### src/rtl/ex_muldiv.sv
// ex_muldiv: iterative M-extension multiply/divide unit for the EX stage.
// Multiplication is radix-2 shift-add and division is radix-2 restoring.
// Both iterate over unsigned operand magnitudes and fix the sign at the end.
// An accepted operation finishes 33 cycles after start.
// Divide-by-zero and signed overflow finish in one cycle.
//
// Build option: define R200_MULDIV_DIV_EN to include the DIV state, the
// divider datapath and the divide fast paths. Without it, every func3 >= 4
// returns 0 on the next cycle without stalling. Multiply behaviour is the
// same in both builds.
module ex_muldiv (
    input  logic        clk,
    input  logic        rst,
    input  logic        start,
    input  logic [2:0]  func3,
    input  logic [31:0] op1,
    input  logic [31:0] op2,
    input  logic [4:0]  rdaddr,
    input  logic        flush,
    output logic        stall_req,
    output logic        done,
    output logic [31:0] result,
    output logic [4:0]  res_rdaddr
);

    typedef enum logic [1:0] {
        IDLE = 2'd0,
        MUL  = 2'd1,
`ifdef R200_MULDIV_DIV_EN
        DIV  = 2'd3,
`endif
        DONE = 2'd2
    } state_t;

    state_t      state;
    state_t      state_next;

    // Iteration counter and operation context captured at accept.
    logic [4:0]  cnt;
    logic [2:0]  fn;
    logic [4:0]  rd_q;
    logic        neg_a;      // sign of the product / quotient
`ifdef R200_MULDIV_DIV_EN
    logic        neg_r;      // sign of the remainder (dividend sign)
`endif

    // Shared working register.
    // Multiply: {partial product high, multiplier shifting out low}.
    // Divide:   {partial remainder, dividend shifting into quotient}.
    logic [63:0] work;
    logic [31:0] opb;        // multiplicand or divisor magnitude

    // Input decode.
    logic        sgn1;
    logic        sgn2;
    logic        neg1;
    logic        neg2;
    logic [31:0] mag1;
    logic [31:0] mag2;
    logic        fast;
    logic [31:0] fast_res;
    logic        accept;
    logic        last;

    // One multiply step.
    logic [32:0] mul_sum;
    logic [63:0] mul_work;
    logic [63:0] mul_full;
    logic [31:0] mul_res;

`ifdef R200_MULDIV_DIV_EN
    // One divide step.
    logic [31:0] div_shift;
    logic        div_ge;
    logic [31:0] div_rem;
    logic [63:0] div_work;
    logic [31:0] div_q;
    logic [31:0] div_r;
    logic [31:0] div_res;
`endif

    // Decode operand signedness and form the unsigned magnitudes.
    always_comb begin
        // Divide rows: only the even func3 codes (DIV, REM) are signed.
        // Multiply rows: op1 is signed except MULHU; op2 is signed only for MUL/MULH.
        sgn1 = func3[2] ? ~func3[0] : (func3[1:0] != 2'b11);
        sgn2 = func3[2] ? ~func3[0] : ~func3[1];
        neg1 = sgn1 & op1[31];
        neg2 = sgn2 & op2[31];
        mag1 = neg1 ? (32'd0 - op1) : op1;
        mag2 = neg2 ? (32'd0 - op2) : op2;
    end

    // Detect the operations that finish without iterating, and their result.
    always_comb begin
        // NOTE: every combinational output gets a default first so no path can infer a latch.
        fast     = 1'b0;
        fast_res = 32'd0;
`ifdef R200_MULDIV_DIV_EN
        if (func3[2]) begin
            if (op2 == 32'd0) begin
                // Divide by zero: the quotient is all ones and the remainder is the dividend.
                fast     = 1'b1;
                fast_res = func3[1] ? op1 : 32'hFFFF_FFFF;
            end else if (!func3[0] && op1 == 32'h8000_0000 && op2 == 32'hFFFF_FFFF) begin
                // Signed overflow: the quotient wraps to the most negative value and the remainder is 0.
                fast     = 1'b1;
                fast_res = func3[1] ? 32'd0 : 32'h8000_0000;
            end
        end
`else
        // No divider in this build: every divide code completes at once with 0.
        fast     = func3[2];
        fast_res = 32'd0;
`endif
    end

    assign accept = (state == IDLE) && start && !flush;
    assign last   = (cnt == 5'd31);

    // Shift-add step: add the multiplicand when the multiplier LSB is set, then shift right.
    always_comb begin
        mul_sum  = {1'b0, work[63:32]} + (work[0] ? {1'b0, opb} : 33'd0);
        mul_work = {mul_sum, work[31:1]};
        mul_full = neg_a ? (64'd0 - mul_work) : mul_work;
        mul_res  = (fn == 3'd0) ? mul_full[31:0] : mul_full[63:32];
    end

`ifdef R200_MULDIV_DIV_EN
    // Restoring step: shift the next dividend bit into the remainder, subtract if it fits.
    always_comb begin
        // The shifted remainder is 33 bits wide. If its MSB (work[63]) is set, it
        // always exceeds the divisor. The 32-bit wrapped difference is then still exact.
        div_shift = {work[62:32], work[31]};
        div_ge    = work[63] | (div_shift >= opb);
        div_rem   = div_ge ? (div_shift - opb) : div_shift;
        div_work  = {div_rem, work[30:0], div_ge};
        div_q     = div_work[31:0];
        div_r     = div_work[63:32];
        div_res   = fn[1] ? (neg_r ? (32'd0 - div_r) : div_r)
                          : (neg_a ? (32'd0 - div_q) : div_q);
    end
`endif

    // FSM state register.
    always_ff @(posedge clk) begin
        // NOTE: sequential state is written with non-blocking assignments only.
        if (rst) begin
            state <= IDLE;
        end else begin
            state <= state_next;
        end
    end

    // FSM next-state logic; flush aborts any operation in progress.
    always_comb begin
        state_next = state;
        case (state)
            IDLE: begin
                if (accept) begin
                    if (fast) begin
                        state_next = DONE;
`ifdef R200_MULDIV_DIV_EN
                    end else if (func3[2]) begin
                        state_next = DIV;
`endif
                    end else begin
                        state_next = MUL;
                    end
                end
            end
            MUL: begin
                if (flush) begin
                    state_next = IDLE;
                end else if (last) begin
                    state_next = DONE;
                end
            end
`ifdef R200_MULDIV_DIV_EN
            DIV: begin
                if (flush) begin
                    state_next = IDLE;
                end else if (last) begin
                    state_next = DONE;
                end
            end
`endif
            DONE:    state_next = IDLE;
            default: state_next = IDLE;
        endcase
    end

    // FSM outputs: done marks the result cycle; stall covers accept through the last iteration.
    always_comb begin
        done      = (state == DONE);
        stall_req = ((state == IDLE) && start && !fast) || (state == MUL);
`ifdef R200_MULDIV_DIV_EN
        if (state == DIV) begin
            stall_req = 1'b1;
        end
`endif
    end

    // Operand capture and iteration of the shared working register.
    always_ff @(posedge clk) begin
        // NOTE: pure datapath registers carry no reset; the FSM ignores them until an accept loads them.
        if (accept) begin
            fn    <= func3;
            rd_q  <= rdaddr;
            neg_a <= neg1 ^ neg2;
`ifdef R200_MULDIV_DIV_EN
            neg_r <= neg1;
`endif
            opb   <= mag2;
            work  <= {32'd0, mag1};
        end else if (state == MUL) begin
            work  <= mul_work;
`ifdef R200_MULDIV_DIV_EN
        end else if (state == DIV) begin
            work  <= div_work;
`endif
        end
    end

    // Iteration counter and result registers; results hold until the next completion.
    always_ff @(posedge clk) begin
        if (rst) begin
            cnt        <= 5'd0;
            result     <= 32'd0;
            res_rdaddr <= 5'd0;
        end else begin
            if (accept) begin
                cnt <= 5'd0;
            end else if (state != IDLE && state != DONE) begin
                cnt <= cnt + 5'd1;
            end

            if (accept && fast) begin
                result     <= fast_res;
                res_rdaddr <= rdaddr;
            end else if (state == MUL && last && !flush) begin
                result     <= mul_res;
                res_rdaddr <= rd_q;
`ifdef R200_MULDIV_DIV_EN
            end else if (state == DIV && last && !flush) begin
                result     <= div_res;
                res_rdaddr <= rd_q;
`endif
            end
        end
    end

endmodule

### config.mk
export PLATFORM = sky130hd
export DESIGN_NAME = ex_muldiv
export DESIGN_NICKNAME = d
export VERILOG_FILES = /design/src/rtl/ex_muldiv.sv
export SDC_FILE = /design/constraint.sdc
export NUM_CORES = 1
export LEC_CHECK = 0
export CAP_MARGIN = 25
export CORE_ASPECT_RATIO = 0.5
export CORE_MARGIN = 5
export CORE_UTILIZATION = 40
export DETAILED_ROUTE_END_ITERATION = 8
export PLACE_DENSITY = 0.6
export SETUP_SLACK_MARGIN = 0.15
export SYNTH_ARGS = -nofsm -noshare
export SYNTH_HDL_FRONTEND = slang
export SYNTH_SLANG_ARGS = --single-unit
### constraint.sdc
create_clock -name clk -period 10.1 [get_ports clk]
set_clock_uncertainty 0.15 [all_clocks]
set_input_delay 2.02 -clock clk [delete_from_list [all_inputs] [get_ports clk]]
set_output_delay 2.02 -clock clk [all_outputs]
set_load 0.05 [all_outputs]
==> results of run 1 <==
-- layout by cell type (no fill, tap or decap), types with 22 or more instances in the layout --
cell,instances
sky130_fd_sc_hd__a21oi_1,89
sky130_fd_sc_hd__ha_1,37
sky130_fd_sc_hd__nor2_1,72
sky130_fd_sc_hd__xnor2_1,54
sky130_fd_sc_hd__or3_1,22
sky130_fd_sc_hd__clkdlybuf4s50_1,114
sky130_fd_sc_hd__nand3_1,27
sky130_fd_sc_hd__xor2_1,78
sky130_fd_sc_hd__and2_1,39
sky130_fd_sc_hd__dfxtp_1,76
sky130_fd_sc_hd__edfxtp_1,73
sky130_fd_sc_hd__nor3_1,32
sky130_fd_sc_hd__nand2_1,167
sky130_fd_sc_hd__o21ai_0,131
-- per-layer routing --
layer	track usage, %	up-vias
met3	4.25	29
met4	4.96	0
met1	30.8	4580
met2	30.4	228
li1	-	4777
met5	0	-
-- cell families after synthesis --
family	Yosys count
DFF	149
adders and majority gates	38
AOI/OAI and AO/OA	372
buffers and inverters	81
xor gates and xnor gates	132
muxes	8
and+or+nand+nor	472
-- worst max-delay path: cells and delay by family --
family | cells | cell delay, ns
AO/OA/AOI/OAI | 1 | 0.07
buffers and inverters | 3 | 1.56
AND/OR/NAND/NOR | 1 | 0.10
-- synthesized netlist by cell type, types with 14 or more instances --
master                     count  share of area [%]
sky130_fd_sc_hd__clkbuf_1     55                2.0
sky130_fd_sc_hd__nand3_1      27                1.3
sky130_fd_sc_hd__ha_1         37                4.4
sky130_fd_sc_hd__and2_1       39                2.3
sky130_fd_sc_hd__nor3_1       33                1.6
sky130_fd_sc_hd__nor2_1       73                2.6
sky130_fd_sc_hd__nand4_1      14               0.83
sky130_fd_sc_hd__o21ai_0     131                6.2
sky130_fd_sc_hd__o41ai_1      15                1.3
sky130_fd_sc_hd__nand2b_1     16               0.95
sky130_fd_sc_hd__inv_1        19               0.68
sky130_fd_sc_hd__xor2_1       78                6.5
sky130_fd_sc_hd__o31ai_1      21                1.5
sky130_fd_sc_hd__or3_1        22                1.3
sky130_fd_sc_hd__o211ai_1     21                1.5
sky130_fd_sc_hd__dfxtp_1      76                 14
sky130_fd_sc_hd__xnor2_1      54                4.5
sky130_fd_sc_hd__edfxtp_1     73                 21
sky130_fd_sc_hd__nand2_1     167                6.0
sky130_fd_sc_hd__a21oi_1      89                4.2
-- worst paths after layout --
kind,start,endpoint,slack (ns),depth (start not counted)
max reg2reg,work[0],result[23],5.27,16
min reg2reg,result[26],result[26],0.29,2
min,result[26],result[26],0.29,2
max,func3[2],stall_req,4.17,5
-- flip-flops by register name, indices dropped and copies added, names as in the netlist --
register / count
res_rdaddr: 5
work: 64
result: 32
cnt: 5
rd_q: 5
opb: 32
fn: 3
neg_a: 1
state: 2
-- metrics by stage --
step	util (%)	power (mW)	instance area, um2	setup slack (ns)	cells
final	49.1	1.74	12500	4.17	1694
after global routing	49.1	1.82	12500	4.09	1694
after CTS	49.0	1.75	12500	4.14	1693
after detailed placement	46.8	1.12	11900	4.15	1661
after global placement	46.8	1.12	11900	4.14	1661
after floorplan	-	0.986	10500	4.98	1252
-- report_power, final --
part | total, mW | switching [mW] | internal [mW] | leakage, nW
logic | 0.417 | 0.257 | 0.160 | 2.87
clock network | 0.624 | 0.256 | 0.368 | 0.282
registers | 0.702 | 0.0258 | 0.676 | 1.30
total | 1.74 | 0.539 | 1.20 | 4.46
-- area by class of cell --
type	instances	area, um2
tap	344	430
sequential	149	3710
clock buffer	24	497
multi-input combinational	1022	6480
timing repair buffer	126	1240
fill	2423	13000
clock inverter	8	75.1
inverter	21	78.8
==> results.txt, run 1 <==
The run finished with clean final reports. The post-synthesis async set-or-reset flop share is 0%. Wire segments on met3 add up to 1.45 mm in the final route. The clock-pin transition on the worst setup and hold timing paths came out at 0.06 ns. The accumulated negative setup slack is 0 ns. The arithmetic-cell share of the synthesized area counting full adders, half adders and majority gates came out at 4.60%.

Counting stages on the worst path, the most repeated cell is sky130_fd_sc_hd__clkdlybuf4s50_1. The number of setup buffers added after CTS is 0. The fraction of final layout cells sized beyond drive strength 1 is 5.70%. The TritonCTS buffer count is 17. The port buffer count is 114. The count of warnings emitted by yosys is 0. For this run, the detailed router's first-pass iteration total came to 5. Summing the areas of all and, or, nand and nor instances in the mapped netlist gives 22.9% of the synthesized area. The number of gates resized after CTS was 0.

The post-synthesis sequential area ratio is 35.4%. The number of sinks handled by clock tree synthesis is 149. After synthesis, the largest family of logic cells by area is simple AND/OR/NAND/NOR gates. The cell with the biggest individual delay on the critical path is sky130_fd_sc_hd__clkdlybuf4s50_1.

The via count of the first global-routing pass was 9017. The highest achievable clock rate is 169 MHz. The post-synthesis average cell area came out at 8.38 um2. In this run the power density over the cells is 139 nW/um2. After detailed routing, the number of remaining DRC violations is 0. The number of buffers inserted by hold repair at cts is 0. The number of unique standard cell types used by synthesis is 84. In this run the worst hold path is classified as reg2reg.

The number of synthesized flops with an enable pin came out at 73. In this run the count of I/O pins placed on the die edge is 115. The count of mapped cells out of synthesis came out at 1252.

The flip-flop and latch count after synthesis came out at 149. The net total in the final layout came out at 1451. The met1 routed wirelength after detailed routing came out at 15.9 mm.

The most used flip-flop cell after synthesis is sky130_fd_sc_hd__dfxtp_1. Of the available clock period, the critical path in the final layout requires 58.7%. After detailed routing, the average wire length per cell comes to 18.5 um. The antenna diode count came out at 0. In this design, the stage delay of the slowest critical-path cell is 0.81 ns.

Summing the areas of all xor and xnor instances in the mapped netlist gives 11.0% of the synthesized area. The tool flagged a number of max-cap violations equal to 0. Of all nets on the critical path, the largest fanout is 7. In this run the top signal layer used is met4. Setup violations remaining at the end of the flow were counted as 0. The kind of start point of the critical path is a primary input. The clock tree from TritonCTS is done. The first routing iteration left 855 violations. The max-slew violation count is 0. The number of placement rows is 41.

The largest net degree at the start of global routing came out at 68. The sum of overflow across all layers after global routing came out at 0. The transition time at the pin with the least slew margin is 0.894 ns. The critical path goes through clkdlybuf4s50_1 > inv_1 > a21oi_1 > nor2_1 > clkdlybuf4s50_1. The required time of the worst setup path is 7.93 ns. The number of hold violations in the final report was 0. The detailed placer's ending HPWL is 23.7 mm.

The relative max-transition margin came out at 40.3%. IR analysis of the VDD net gives a maximum drop of 0.000124 V. The final-layout worst hold slack came out at 0.294 ns. The deepest clock path buffer count is 2. The core box area is 25500 um2.

The arrival time at the worst endpoint is 3.76 ns. From bottom edge to top edge, the die measures 125 um. The total length of routed wires came out at 31.3 mm. The initial antenna violation count is 0. The leakage power is 4.46 nW.

The overall fraction of global-route tracks in use is 20.6%. The minimum period implied by the final worst setup slack came out at 5.93 ns. The number of H-tree levels came out at 4. The area enclosed by the die boundary came out at 29800 um2.

The clock latency reported for the late side of the worst-skew pair came out at 0.44 ns. Of the post-synthesis cell area, the part taken by muxes is 0.763%. The tree is rooted in a sky130_fd_sc_hd__clkbuf_16. The total nets after synthesis is 1366. The final estimated routing congestion in global placement came out at 0.872. From left edge to right edge, the die measures 239 um. The path type of the worst setup path is in2out. The cell area that synthesis handed to floorplanning was 10500 um2. After detailed routing, the number of vias per cell comes to 5.68. The worst setup path is captured at an output pin. The first global-routing pass estimated 49.3 mm of wire.

The total number of vias came out at 9614. The layout-stage area growth over the synthesis result is 19.3%. The starting density of the core is 41.2%. The detail route stage leaves a number of antenna-violating nets equal to 0. Setup repair after global routing left no endpoint under its margin. The area fraction in compound gates after synthesis is 22.4%.

Wire segments on met2 add up to 13.5 mm in the final route.
Power figures use the tool's default switching activity.
==> run 2, diff against run 1 <==
- PLACE_DENSITY: 0.6 -> 0.62
- clock period: 10.1 -> 5.05 ns (I/O delays scaled with it)
==> results.txt, run 2 (synthesis results as in run 1) <==
The flow ran to the end, and the final reports show no timing, DRC or antenna violations. The port buffer count is 114. The filler cell count in the final layout is 2419. Registers take 3710 um2. The total number of vias came out at 9859. After global routing, the most crowded layer is met1. The number of sinks handled by clock tree synthesis came out at 149. For met1 alone, demand over resource in global routing was 31.3%. The proportion of power drawn by flip-flops and latches is 39.7%. The number of H-tree levels came out at 4. Across the run, the number of max-cap violations was 0. In the final routed layout, each cell accounts on average for 18.9 um. The max-slew violation count came to 0. The fraction of final layout cells sized beyond drive strength 1 came out at 6.33%. Headroom to the max-slew limit came out at 49.6%.

On the final layout, the worst hold slack is 0.304 ns. Setup repair after global routing left no endpoint under its margin. The detailed-routing iteration count for the pre-antenna-repair pass came out at 5.

The number of DRC violations after detailed-routing iteration 0 came out at 835. The worst setup path is launched from a register. The via count of the first global-routing pass is 9383. Global routing consumed, over all layers together, 21.2% of the routing resources.

For this design the ratio of total power to cell area is 281 nW/um2. The clock latency reported for the late side of the worst-skew pair came out at 0.44 ns. The initial antenna violation count is 0. In this run the vertical extent of the chip is 125 um. Ranked by flip-flop count, first place goes to work. The critical path starts at work[0]. The share of power burned in the clock network came out at 36.1%. The total length of routed wires is 32.2 mm. Dividing the final minimum period by the clock period gives 89.0%. The highest net fanout along the worst path is 32. At the end of routability-driven placement, the weighted congestion stood at 0.904. The share of total power in combinational logic is 24.2%. The detail route stage leaves a number of antenna-violating nets equal to 0. The library cell used most frequently in the layout, excluding fill and tap cells, is sky130_fd_sc_hd__nand2_1. The required time of the worst setup path came out at 5.22 ns.

In this run the static leakage power is 4.49 nW. The count of boundary I/O pins is 115. The count of cells resized by post-cts repair came out at 0.

The path class of the tightest hold or removal check is reg2reg. The met2 routing resource usage after global routing came out at 31.2%. In this run the most critical hold path is launched from result[20].

The power dissipated by switching net loads is 1.13 mW. The floorplan step defined a core boundary enclosing 25500 um2. The worst supply voltage drop on vdd is 0.000271 V. The antenna diode count is 0. The die outline width came out at 239 um. STA classifies the critical path endpoint as a register. The fraction of the core area covered by cells at the end of the flow is 49.4%.

The number of placement rows came out at 41. Relative to the synthesized area, the layout overhead comes to 19.9%. Using the TritonRoute via totals, the vias-per-cell ratio works out to 5.79. Power comes to 3.54 mW. The area occupied by multi-input gates came out at 6480 um2. Global routing consumed, on the met3 layer, 4.27% of the routing resources. The number of buffers inserted by hold repair at cts is 0. The transition time at the pin with the least slew margin came out at 0.747 ns. For this configuration, the core starts out at a cell density of 41.2%. In the final layout, the registers with the most flip-flops are work (64), opb (32), result (32). The post-CTS setup buffer count is 0. The accumulated negative setup slack is 0 ns. The worst setup path is of the reg2reg kind. The first-pass GRT wire length is 51.3 mm. The startpoint identified for the worst register-to-register timing path is work[0]. Setup violations remaining at the end of the flow were counted as 0. In the layout the commonest cells are sky130_fd_sc_hd__nand2_1 (167), sky130_fd_sc_hd__o21ai_0 (131), sky130_fd_sc_hd__clkdlybuf4s50_1 (114). Clock tree synthesis selected as its root buffer the cell sky130_fd_sc_hd__clkbuf_16.

Counting I/O delays and the setup requirement, the final critical path takes 4.50 ns. The deepest clock path buffer count is 2. The arrival time at the worst endpoint is 4.67 ns. Buffers inserted during clock tree synthesis total 17. The final layout contains 1460 nets. Summed over all nets, the half-perimeter wirelength after detailed placement is 24.5 mm.

The area enclosed by the die boundary came out at 29800 um2. The number of hold violations in the final report is 0. The flip-flop count of the largest register after layout came out at 64. Entering global routing, the biggest net connects 67 pins.

The internal portion of total power came out at 2.41 mW. Timing would allow up to 222 MHz. TritonCTS built the clock tree. The number of remaining DRC errors came out at 0. The clock-pin transition on the worst setup and hold timing paths is 0.07 ns. The share of total power consumed by net switching came out at 31.8%.

For this run the aggregate overflow at the end of global routing stands at 0.
==> run 2: cell count changes in the layout (fill, tap and decap cells not counted) <==
| cell | previous run | this run |
|---|---|---|
| sky130_fd_sc_hd__buf_4 | 11 | 20 |
| sky130_fd_sc_hd__bufinv_16 | 1 | 2 |
| sky130_fd_sc_hd__clkbuf_1 | 3 | 0 |
| sky130_fd_sc_hd__clkbuf_16 | 18 | 17 |
| sky130_fd_sc_hd__clkbuf_4 | 1 | 0 |
| sky130_fd_sc_hd__clkbuf_8 | 2 | 0 |
| sky130_fd_sc_hd__clkinv_1 | 1 | 2 |
| sky130_fd_sc_hd__clkinv_2 | 4 | 1 |
| sky130_fd_sc_hd__clkinvlp_4 | 1 | 4 |
| sky130_fd_sc_hd__inv_6 | 0 | 4 |
| sky130_fd_sc_hd__nor2_1 | 72 | 73 |
| sky130_fd_sc_hd__nor2_2 | 2 | 1 |
==> run 2: worst paths after layout <==
| path | slack, ns | end | depth (start not counted) |
|---|---|---|---|
| setup / recovery | 0.55 | result[27] | 16 |
| hold / removal | 0.30 | result[20] | 2 |
| setup reg to reg | 0.55 | result[27] | 16 |
| hold reg to reg | 0.30 | result[20] | 2 |
==> run 2: stage by stage <==
step	cell area (um2)	cells	setup WS [ns]
after floorplan	10500	1252	0.976
after global placement	12000	1670	0.680
after detailed placement	12000	1671	0.603
after CTS	12600	1702	0.552
after global routing	12600	1702	0.222
final	12600	1702	0.554
==> run 2: layout make-up <==
cell class | count | area share, %
inverters | 21 | 0.626
flip-flops and latches | 149 | 29.5
repair buffers | 135 | 10.4
well taps | 344 | 3.42
clock inverters | 14 | 1.20
multi-input cells | 1022 | 51.5
clock buffers | 17 | 3.38
==> run 2: layer usage <==
layer	part of all wire (%)	up-vias
met3	6.0	45
met1	49	4687
met5	0	-
met2	42	339
met4	2.4	0
li1	-	4788
==> run 2: power by group through the flow <==
stage	Sequential [mW]	Clock, mW	Combinational, mW
global route	1.41	1.34	0.935
floorplan	1.42	0	0.555
finish	1.40	1.28	0.856
detailed placement	1.43	0	0.836
global placement	1.43	0	0.825
CTS	1.40	1.29	0.843
==> run 2: worst max-delay path, stage by stage (launching register included) <==
cell and delay [ns]:
sky130_fd_sc_hd__edfxtp_1 0.32, sky130_fd_sc_hd__buf_4 0.26, sky130_fd_sc_hd__and2_1 0.18, sky130_fd_sc_hd__ha_1 0.18
sky130_fd_sc_hd__inv_1 0.06, sky130_fd_sc_hd__fa_1 0.46, sky130_fd_sc_hd__nor2b_4 0.18, sky130_fd_sc_hd__o31ai_4 0.08
sky130_fd_sc_hd__a211oi_1 0.34, sky130_fd_sc_hd__o21ai_0 0.27, sky130_fd_sc_hd__a221oi_4 0.33, sky130_fd_sc_hd__or4b_4 0.55
sky130_fd_sc_hd__nor4_2 0.30, sky130_fd_sc_hd__nand4b_1 0.16, sky130_fd_sc_hd__and3_1 0.21, sky130_fd_sc_hd__o311ai_1 0.27
sky130_fd_sc_hd__nand2_1 0.07
